$ cat config.mk
export PLATFORM = sky130hd
export DESIGN_NAME = clk_period_meter
export DESIGN_NICKNAME = d
export VERILOG_FILES = /design/src/rtl/clk_period_meter.sv
export SDC_FILE = /design/constraint.sdc
export NUM_CORES = 1
export LEC_CHECK = 0
export ABC_AREA = 1
export BUFFER_PORTS_ARGS = -buffer_cell sky130_fd_sc_hd__buf_4
export CORE_MARGIN = 2
export CORE_UTILIZATION = 35
export CTS_BUF_LIST = sky130_fd_sc_hd__clkbuf_4
export DETAILED_ROUTE_END_ITERATION = 12
export GPL_TIMING_DRIVEN = 0
export PLACE_DENSITY = 0.55
export SETUP_SLACK_MARGIN = 0.2
export SLEW_MARGIN = 10
export SYNTH_ARGS = -nofsm -noshare
export SYNTH_HDL_FRONTEND = slang
export SYNTH_SLANG_ARGS = --single-unit
$ cat constraint.sdc
create_clock -name clk_in -period 2.7 [get_ports clk_in]
set_input_delay 0 -clock clk_in [delete_from_list [all_inputs] [get_ports clk_in]]
set_output_delay 0 -clock clk_in [all_outputs]
set_load 0.02 [all_outputs]
$ cat src/rtl/clk_period_meter.sv
// Purpose: measure period and high time of a slow asynchronous square wave in clk_in cycles, check against expected values, report lock/timeout.
// Latency: 2-flop synchronizer plus edge flop; results are registered one cycle after the rise-detect cycle.
// Backpressure: none; meas_valid and timeout are single-cycle pulses that are not held for a consumer.
module clk_period_meter #(
  parameter int CNT_W      = 16,
  parameter int EXP_PERIOD = 10,
  parameter int EXP_HIGH   = 5,
  parameter int TOL        = 0,
  parameter int LOCK_COUNT = 4,
  parameter int TIMEOUT    = 1023
) (
  input  logic             clk_in,
  input  logic             rst,
  input  logic             sig_in,
  output logic [CNT_W-1:0] period_out,
  output logic [CNT_W-1:0] high_out,
  output logic             meas_valid,
  output logic             locked,
  output logic             timeout
);

  localparam int MW = $clog2(LOCK_COUNT + 1);
  localparam logic [MW-1:0]    LOCK_M  = MW'(LOCK_COUNT);
  localparam logic [MW-1:0]    MATCH_1 = MW'(1);
  localparam logic [CNT_W-1:0] EXP_P   = CNT_W'(EXP_PERIOD);
  localparam logic [CNT_W-1:0] EXP_H   = CNT_W'(EXP_HIGH);
  localparam logic [CNT_W-1:0] TOL_C   = CNT_W'(TOL);
  localparam logic [CNT_W-1:0] TMO_C   = CNT_W'(TIMEOUT);
  localparam logic [CNT_W-1:0] CNT_0   = '0;
  localparam logic [CNT_W-1:0] CNT_1   = CNT_W'(1);
  localparam logic [CNT_W-1:0] CNT_MAX = '1;

  typedef enum logic {IDLE, MEASURE} state_t;

  state_t           state_q, state_d;
  logic             s1_q, s2_q, s3_q;
  logic [CNT_W-1:0] per_q, per_d;
  logic [CNT_W-1:0] hi_q, hi_d;
  logic [MW-1:0]    match_q, match_d;
  logic [CNT_W-1:0] period_q, period_d;
  logic [CNT_W-1:0] high_q, high_d;
  logic             mv_q, mv_d;
  logic             locked_q, locked_d;
  logic             tmo_q, tmo_d;

  logic             rise;
  logic [CNT_W-1:0] per_diff, hi_diff;
  logic             match;
  logic [MW-1:0]    match_inc;

  // Bring sig_in into clk_in; s2 is the clean level, s3 only serves edge detection.
  always_ff @(posedge clk_in) begin
    if (rst) begin
      s1_q <= 1'b0;
      s2_q <= 1'b0;
      s3_q <= 1'b0;
    end else begin
      s1_q <= sig_in;
      s2_q <= s1_q;
      s3_q <= s2_q;
    end
  end

  assign rise = s2_q & ~s3_q;

  // Compare the running counts against the expected values using unsigned absolute difference.
  always_comb begin
    per_diff  = (per_q >= EXP_P) ? (per_q - EXP_P) : (EXP_P - per_q);
    hi_diff   = (hi_q >= EXP_H) ? (hi_q - EXP_H) : (EXP_H - hi_q);
    match     = (per_diff <= TOL_C) && (hi_diff <= TOL_C);
    match_inc = (match_q == LOCK_M) ? match_q : (match_q + MATCH_1);
  end

  // Next-state logic: arm on the first rise, report on every later rise, give up after TIMEOUT cycles.
  always_comb begin
    state_d  = state_q;
    per_d    = per_q;
    hi_d     = hi_q;
    match_d  = match_q;
    period_d = period_q;
    high_d   = high_q;
    mv_d     = 1'b0;
    tmo_d    = 1'b0;
    locked_d = locked_q;
    case (state_q)
      IDLE: begin
        per_d = CNT_0;
        hi_d  = CNT_0;
        if (rise) begin
          per_d   = CNT_1;
          hi_d    = CNT_1;
          state_d = MEASURE;
        end
      end
      MEASURE: begin
        if (rise) begin
          // The rise cycle itself is the first cycle of the next period (and is high).
          period_d = per_q;
          high_d   = hi_q;
          mv_d     = 1'b1;
          per_d    = CNT_1;
          hi_d     = CNT_1;
          if (match) begin
            match_d  = match_inc;
            locked_d = (match_inc == LOCK_M);
          end else begin
            match_d  = '0;
            locked_d = 1'b0;
          end
        end else if (per_q == TMO_C) begin
          tmo_d    = 1'b1;
          state_d  = IDLE;
          locked_d = 1'b0;
          match_d  = '0;
          per_d    = CNT_0;
          hi_d     = CNT_0;
        end else begin
          per_d = (per_q == CNT_MAX) ? per_q : (per_q + CNT_1);
          if (s2_q && (hi_q != CNT_MAX)) begin
            hi_d = hi_q + CNT_1;
          end
        end
      end
      default: begin
        state_d = IDLE;
      end
    endcase
  end

  // State, counters and registered outputs.
  always_ff @(posedge clk_in) begin
    if (rst) begin
      state_q  <= IDLE;
      per_q    <= CNT_0;
      hi_q     <= CNT_0;
      match_q  <= '0;
      period_q <= CNT_0;
      high_q   <= CNT_0;
      mv_q     <= 1'b0;
      locked_q <= 1'b0;
      tmo_q    <= 1'b0;
    end else begin
      state_q  <= state_d;
      per_q    <= per_d;
      hi_q     <= hi_d;
      match_q  <= match_d;
      period_q <= period_d;
      high_q   <= high_d;
      mv_q     <= mv_d;
      locked_q <= locked_d;
      tmo_q    <= tmo_d;
    end
  end

  assign period_out = period_q;
  assign high_out   = high_q;
  assign meas_valid = mv_q;
  assign locked     = locked_q;
  assign timeout    = tmo_q;

endmodule

==> reports/results.ini, run 1 <==
[grt]
first_global_vias = 4609
grt_remaining_overflow = 0
grt_max_degree = 14
grt.total_usage_pct = 20.9
antenna_found_initial = 1
grt_pass1_wl_mm = 23.9

[sta]
skew_ns = 0.0162
fmax_ghz = 0.429
tns_ns = 0
worst_pin_slew_ns = 0.554
fin_crit_ns = 2.33
final_max_slew_viol_count = 0
slew-limit-headroom_pct = 63.0
fin_crit_sh_pct = 86.3
report.final.hold_viol_count = 0
rsz0062_at_grt = no
finalSetupViolations = 0

[critical_path]
end_kind = flip-flop
slowest_delay_ns = 0.42
required_ns = 3.06
crit_fanout = 10
slowest_stage = dfxtp_4
crit_path_cell_trace = ha_1, nand3_2, nor2_4, nand4_4, o31ai_4, nor2_2, nand2_2, inv_2, clkbuf_4, o21ai_0, nor2_1
ff2ff_path_depth = 11
arrival_ns = 2.69
path_class = flip-flop to flip-flop
start_kind = flip-flop

[routing]
wl_mm = 14.6
drtIter0Drc = 449
postRouteAntennaNets = 0
route.vias.total = 4882
avgViaCountPerCell = 5.06
drc_errors = 0
detail_route.wl_per_cell_microns = 15.2
drt-pass1-iter-count = 5

[logic_synthesis]
syn_avg_cell_area_sq_um = 6.58
syn_inst = 729
synth_area_sq_mm = 0.00480
ys_ff_latch = 74
yosysSeqAreaShare_pct = 30.9
synth_area_leader_cell = dfxtp_1
syn-num-nets = 745
synth_cell_types = 42
yosysTopAreaCellShare_pct = 30.9
ys_top_cells_by_area = dfxtp_1, nand2_1, a21oi_1
ys_warn_count = 0

[floorplanning]
core_area_sq_mm = 0.0133
design.die.area_sq_mm = 0.0147
row_count = 42
fp.dieW_microns = 121
initial_core_util_pct = 36.1
io_pins = 38
die_y_microns = 121

[cts]
clkSlewWorstSetupHoldPaths_ns = 0.14
clk_latency_ns = 0.46
tritoncts = built
clock-sinks = 74
numCtsBuffers = 9
clk_path_buf_depth = 2
ctsHtreeMaxLevel = 3
cts_root_buf = clkbuf_4

[pwr]
power_mw = 1.92
leakagePower_nw = 2.63
ir_worst_vdd_v = 0.000224
power_density_mw_per_mm2 = 347

[final_layout]
layout_common_cells = nand2_1, nor2_1, inv_1
ff_latch_area_sq_mm = 0.00150
drive_gt1_share_pct = 17.3
final_common_cell = nand2_1
fill_cells = 1446
multi_input_area_sq_mm = 0.00283
area_growth_syn_to_layout_pct = 15.5
fin_nets = 798

[flow_run]
maxCapViolCount = 0

[placement]
io_buffers = 37
hpwl_mm = 11.4
globalplace.congestion = 0.917

[status]
status = completed

[worst_hold_path]
hold_depth = 3
hold_path_class = input pin to flip-flop

[cell type report]
class                   instances  share of cell area (%)
diodes                          1                  0.0452
plain buffers                  28                    3.86
clock buffers                   9                    1.22
clock inverters                 7                    1.26
inverters                      85                    5.76
multi-input cells             542                    51.1
flip-flops and latches         74                    27.0
well taps                     176                    3.97
repair buffers                 42                    5.78
[cells by family after synthesis]
group / synth area share, %
buf+inv: 11.0
compound gates: 15.4
fa+ha+maj: 3.39
simple gates: 36.5
flops: 30.9
xor+xnor: 2.92
[path summary, 6_finish.rpt]
kind	to	startpoint	slack (ns)
worst max-delay path	hi_q[5]$_SDFFE_PP0P_	per_q[1]$_SDFFE_PP0P_	0.37
worst min-delay path	timeout$_SDFF_PP0_	rst	0.27
worst max register to register	hi_q[5]$_SDFFE_PP0P_	per_q[1]$_SDFFE_PP0P_	0.37
worst min register to register	s2_q$_SDFF_PP0_	s1_q$_SDFF_PP0_	0.40
[state kept, by name, indices dropped and copies added (netlist names)]
name and count:
high_out 16, hi_q 16, timeout 1, meas_valid 1, s3_q 1, state_q 1, match_q 3, s1_q 1
s2_q 1, per_q 16, period_out 16, locked 1
[through the flow]
step	area [sq um]	setup slack, ns	std cells	hold slack, ns	util, %
final	5540	0.371	964	0.265	41.7
after global routing	5540	0.195	964	0.269	41.7
after CTS	5470	0.235	960	0.249	41.1
after detailed placement	5300	0.0329	942	0.217	39.8
after global placement	5300	0.0752	942	0.205	39.8
after floorplan	4800	0.732	729	0.0787	-
[power breakdown]
| group | leakage (nW) | switching, mW | internal [mW] | total [mW] |
|---|---|---|---|---|
| clock | 0.0773 | 0.428 | 0.280 | 0.708 |
| sequential | 0.600 | 0.00855 | 1.10 | 1.11 |
| combinational | 1.95 | 0.0684 | 0.0380 | 0.106 |
[synth_stat cells (all sizes together)]
cell type,instances
a21boi,1
o21ai,58
nor4,5
nand4,14
o21a,1
inv,84
nor2,101
ha,13
o211ai,1
o311ai,2
xor2,14
dfxtp,74
xnor2,2
a31oi,2
buf,16
clkbuf,12
a21oi,62
nand2,196
clkinv,1
a211oi,6
nand3b,1
and3,1
nor3,17
nand3,41
o31ai,4
[critical path, delay by kind of cell (launching register included)]
kind,cells,cell delay [ns]
AO/OA/AOI/OAI,2,0.42
adder cells (fa/ha/maj),1,0.24
buffers and inverters,2,0.37
flip-flops,1,0.42
AND/OR/NAND/NOR,6,0.77
[per-layer routing]
metal | up-vias | GRT usage, % | part of all wire, %
met5 | - | 0 | 0
met4 | 0 | 6.98 | 2.0
met3 | 17 | 3.90 | 4.0
met2 | 104 | 35.6 | 49
met1 | 2283 | 26.6 | 45
li1 | 2478 | - | -
[what timing repair did]
action,in CTS,in global routing
hold buffers,2,0
setup buffers,0,3
endpoints found under the hold margin,14,0
pin swaps,0,3
setup endpoints to repair,16,19
gates resized for setup,3,21
Power figures use the tool's default switching activity.
==> run 2: changes to the inputs <==
- REMOVE_ABC_BUFFERS: not set -> 1
==> reports/results.ini, run 2 (synthesized netlist as in run 1, its figures left out) <==
[critical_path]
end_kind = flip-flop
arrival_ns = 2.77
crit_cells = 10
start_kind = flip-flop
path_class = flip-flop to flip-flop
ff2ff_path_depth = 10
worstReg2RegStart = hi_q[3]$_SDFFE_PP0P_
slowest_stage = dfxtp_1
cp-endpoint = hi_q[10]$_SDFFE_PP0P_
regToRegSetupSlack_ns = 0.33
required_ns = 3.10
path_buf_inv = 3
path_delay_family = simple AND/OR/NAND/NOR gates
startpoint = hi_q[3]$_SDFFE_PP0P_
crit-reg2reg-capture = hi_q[10]$_SDFFE_PP0P_
slowest_delay_ns = 0.54
crit_path_cell_trace = nand3_1, nor2_2, nand2_2, nor4_4, inv_2, o21ai_4, buf_4, inv_1, a21oi_1, a21boi_1
crit_fanout = 8

[grt]
grt.total_usage_pct = 19.0
grt_pass1_wl_mm = 22.1
grt_remaining_overflow = 0
grt_max_degree = 45
first_global_vias = 4477
antenna_found_initial = 0

[final_layout]
area_growth_syn_to_layout_pct = 14.2
layout_common_cells = nand2_1, nor2_1, inv_1
final_common_cell = nand2_1
multi_input_area_sq_mm = 0.00285
fin_nets = 779
fill_cells = 1427
drive_gt1_share_pct = 16.5
utilization_pct = 41.2
antenna_cells = 0
design_area_sq_mm = 0.00548
ff_latch_area_sq_mm = 0.00150

[routing]
drc_errors = 0
drt-pass1-iter-count = 5
detail_route.wl_per_cell_microns = 14.3
wl_mm = 13.5
route.vias.total = 4757
drtIter0Drc = 297
postRouteAntennaNets = 0
avgViaCountPerCell = 5.04

[cts]
ctsHtreeMaxLevel = 3
clk_path_buf_depth = 2
clkSlewWorstSetupHoldPaths_ns = 0.13
numCtsBuffers = 9
clock-sinks = 74
tritoncts = built
cts_root_buf = clkbuf_4
clk_latency_ns = 0.46

[floorplanning]
fp.dieW_microns = 121
row_count = 42
die_y_microns = 121
core_area_sq_mm = 0.0133
design.die.area_sq_mm = 0.0147
initial_core_util_pct = 36.1
io_pins = 38

[placement]
globalplace.congestion = 0.909
placed_cell_area_sq_mm = 0.00512
io_buffers = 37
hpwl_mm = 9.87

[pwr]
ir_worst_vdd_v = 0.000346
power_mw = 2.12
power_density_mw_per_mm2 = 387
leakagePower_nw = 2.60

[sta]
fin_crit_ns = 2.37
final_max_slew_viol_count = 0
slew-limit-headroom_pct = 29.9
fmax_ghz = 0.422
skew_ns = 0.0196
finalSetupViolations = 0
fin_crit_sh_pct = 87.8
rsz0062_at_grt = yes
worst_pin_slew_ns = 1.05
report.final.hold_viol_count = 0

[worst_hold_path]
hold_path_class = input pin to flip-flop

[flow_run]
maxCapViolCount = 0

[status]
status = completed

## run 2: changes by cell type in the layout (fill, tap and decap cells not counted), sizes merged
cell,delta
buf,-6
bufinv,+2
clkbuf,-12
clkinv,-4
diode,-1
dlygate4sd3,+1
## run 2: worst min-delay path, stage by stage
cell and delay (ns):
dlygate4sd3_1 0.52, buf_4 0.18, nor2_1 0.06
## run 2: layout make-up
class                   count  area share [%]
clock buffers              11            1.51
clock inverters             5            1.87
inverters                  85            5.87
multi-input cells         542            52.0
flip-flops and latches     74            27.3
well taps                 176            4.02
repair buffers             51            7.35
## run 2: repair_timing
item	CTS	global route
hold buffers	3	0
endpoints found under the hold margin	11	0
pin swaps	2	4
endpoints found under the setup margin	29	33
gates resized for setup	4	22
buffers inserted	4	6
## run 2: worst min path at each step
| stage | start | end | slack [ns] | cells past startpoint |
|---|---|---|---|---|
| after floorplan | rst | hi_q[0]$_SDFFE_PP0P_ | 0.07 | 1 |
| after global placement | sig_in | s1_q$_SDFF_PP0_ | 0.20 | 3 |
| after detailed placement | sig_in | s1_q$_SDFF_PP0_ | 0.21 | 3 |
| after CTS | rst | s2_q$_SDFF_PP0_ | 0.30 | 3 |
| after global routing | rst | locked$_SDFFE_PP0P_ | 0.32 | 3 |
| final | rst | s2_q$_SDFF_PP0_ | 0.34 | 3 |
## run 2: power breakdown
group	switching, mW	internal (mW)	total [mW]
sequential	0.00873	1.10	1.11
clock	0.423	0.488	0.911
combinational	0.0646	0.0350	0.0996
## run 2: per-layer routing
layer / vias to the layer above / share of wire (%) / global-route usage (%)
met5: - / 0 / 0
li1: 2433 / - / -
met1: 2179 / 46 / 23.4
met2: 124 / 48 / 32.3
met4: 0 / 1.9 / 6.54
met3: 21 / 4.2 / 4.56
## run 2: per-stage QoR
stage / std cells / setup TNS (ns) / setup WS, ns / hold slack [ns]
6_report: 944 / 0 / 0.329 / 0.336
5_1_grt: 944 / 0 / 0.144 / 0.315
4_1_cts: 938 / 0 / 0.196 / 0.304
3_5_place_dp: 915 / -0.131 / -0.0784 / 0.208
3_3_place_gp: 914 / -52.69 / -1.46 / 0.203
2_1_floorplan: 701 / -6.95 / -0.256 / 0.0691
==> run 3: changes to the inputs <==
- BUFFER_PORTS_ARGS: -buffer_cell sky130_fd_sc_hd__buf_4 -> not set
- DONT_BUFFER_PORTS: not set -> 1
- PLACE_DENSITY: 0.55 -> 0.53
==> reports/results.ini, run 3 (synthesized netlist as in run 1, its figures left out) <==
[floorplanning]
io_pins = 38
fp.dieW_microns = 121
core_area_sq_mm = 0.0133
initial_core_util_pct = 36.1
design.die.area_sq_mm = 0.0147
row_count = 42
die_y_microns = 121

[status]
status = completed

[grt]
grt_remaining_overflow = 0
grt_max_degree = 43
grt.total_usage_pct = 19.3
grt_pass1_wl_mm = 22.2
antenna_found_initial = 0
first_global_vias = 4443

[critical_path]
cp-endpoint = hi_q[13]$_SDFFE_PP0P_
crit-reg2reg-capture = hi_q[13]$_SDFFE_PP0P_
end_kind = flip-flop
start_kind = flip-flop
slowest_delay_ns = 0.40
arrival_ns = 2.67
crit_top_cell = nand2_2
path_class = flip-flop to flip-flop
ff2ff_path_depth = 13
crit_fanout = 6
slowest_stage = dfxtp_2
worstReg2RegStart = hi_q[0]$_SDFFE_PP0P_
startpoint = hi_q[0]$_SDFFE_PP0P_
required_ns = 3.05
crit_path_cell_trace = ha_1, nand3_1, nor2_2, nand2_2, nor4_4, inv_2, o21ai_4, nand2_2, buf_4, nand2_1, o21ai_0, o21ai_1, inv_1
regToRegSetupSlack_ns = 0.38

[placement]
dp.cells = 878
hpwl_mm = 9.82
globalplace.congestion = 0.887
io_buffers = 0
placed_cell_area_sq_mm = 0.00484

[cts]
clkSlewWorstSetupHoldPaths_ns = 0.13
numCtsBuffers = 9
cts_root_buf = clkbuf_4
clk_latency_ns = 0.46
ctsHtreeMaxLevel = 3
clk_path_buf_depth = 2
clock-sinks = 74
tritoncts = built

[sta]
fmax_ghz = 0.431
finalSetupViolations = 0
skew_ns = 0.0153
slew-limit-headroom_pct = 22.5
hold_ws_ns = 0.203
report.final.hold_viol_count = 0
fin_crit_sh_pct = 85.9
fin_crit_ns = 2.32
tns_ns = 0
final_max_slew_viol_count = 0
worst_pin_slew_ns = 1.16
rsz0062_at_grt = yes

[routing]
drc_errors = 0
route.vias.total = 4606
avgViaCountPerCell = 5.07
wl_mm = 13.6
drtIter0Drc = 327
detail_route.wl_per_cell_microns = 15.0
postRouteAntennaNets = 0
drt-pass1-iter-count = 5

[flow_run]
maxCapViolCount = 0

[pwr]
power_density_mw_per_mm2 = 374
leakagePower_nw = 2.36
ir_worst_vdd_v = 0.000269

[final_layout]
fin_nets = 743
drive_gt1_share_pct = 13.0
area_growth_syn_to_layout_pct = 7.46
final_common_cell = nand2_1
antenna_cells = 0
stdcell_count = 908
layout_common_cells = nand2_1, inv_1, nor2_1
design_area_sq_mm = 0.00516

[worst_hold_path]
hold_path_class = input pin to flip-flop

==> run 3: worst min-delay path by stage <==
stage / start / end / slack (ns) / cells after the start
3_3_place_gp: rst / match_q[2]$_SDFFE_PP0P_ / 0.07 / 1
2_1_floorplan: rst / hi_q[0]$_SDFFE_PP0P_ / 0.07 / 1
3_5_place_dp: rst / state_q$_SDFF_PP0_ / 0.07 / 1
6_report: sig_in / s1_q$_SDFF_PP0_ / 0.20 / 3
5_1_grt: sig_in / s1_q$_SDFF_PP0_ / 0.19 / 3
4_1_cts: sig_in / s1_q$_SDFF_PP0_ / 0.16 / 3
==> run 3: area by class of cell <==
| type | count | area [sq um] |
|---|---|---|
| timing repair buffer | 14 | 123 |
| inverter | 85 | 322 |
| sequential | 74 | 1500 |
| multi-input combinational | 543 | 2860 |
| fill | 1431 | 8140 |
| clock inverter | 5 | 55.1 |
| tap | 176 | 220 |
| clock buffer | 11 | 82.6 |
==> run 3: through the flow <==
stage	worst slack [ns]	util, %	power (mW)
after floorplan	-0.256	-	1.19
after global placement	-1.42	36.2	1.21
after detailed placement	-0.0976	36.4	1.21
after CTS	0.164	37.9	1.95
after global routing	0.195	38.8	2.00
final	0.381	38.8	1.93
==> run 3: worst max-delay path: cells and delay by family, from the launching register on <==
family	cells	cell delay, ns
simple gates	6	0.93
flops	1	0.40
compound gates	3	0.34
buf+inv	3	0.33
fa+ha+maj	1	0.20
==> run 3: routing by layer <==
layer  global-route usage, %  vias to the layer above  share of wire (%)
li1                        -                     2353                  -
met1                    23.4                     2096                 44
met2                    32.2                      124                 47
met3                    5.22                       33                5.3
met4                    7.78                        0                3.1
met5                       0                        -                  0
==> run 3: where the power goes <==
group          switching, mW  internal (mW)
clock                  0.424          0.301
combinational         0.0551         0.0269
sequential            0.0175           1.10
total                  0.497           1.43
==> run 3: timing repair <==
item	4_1_cts	5_1_grt
endpoints found under the hold margin	11	0
pin swaps	1	4
buffers inserted	2	9
resized for setup	4	23
endpoints found under the setup margin	25	34
hold buffers	2	0
cloned	0	1
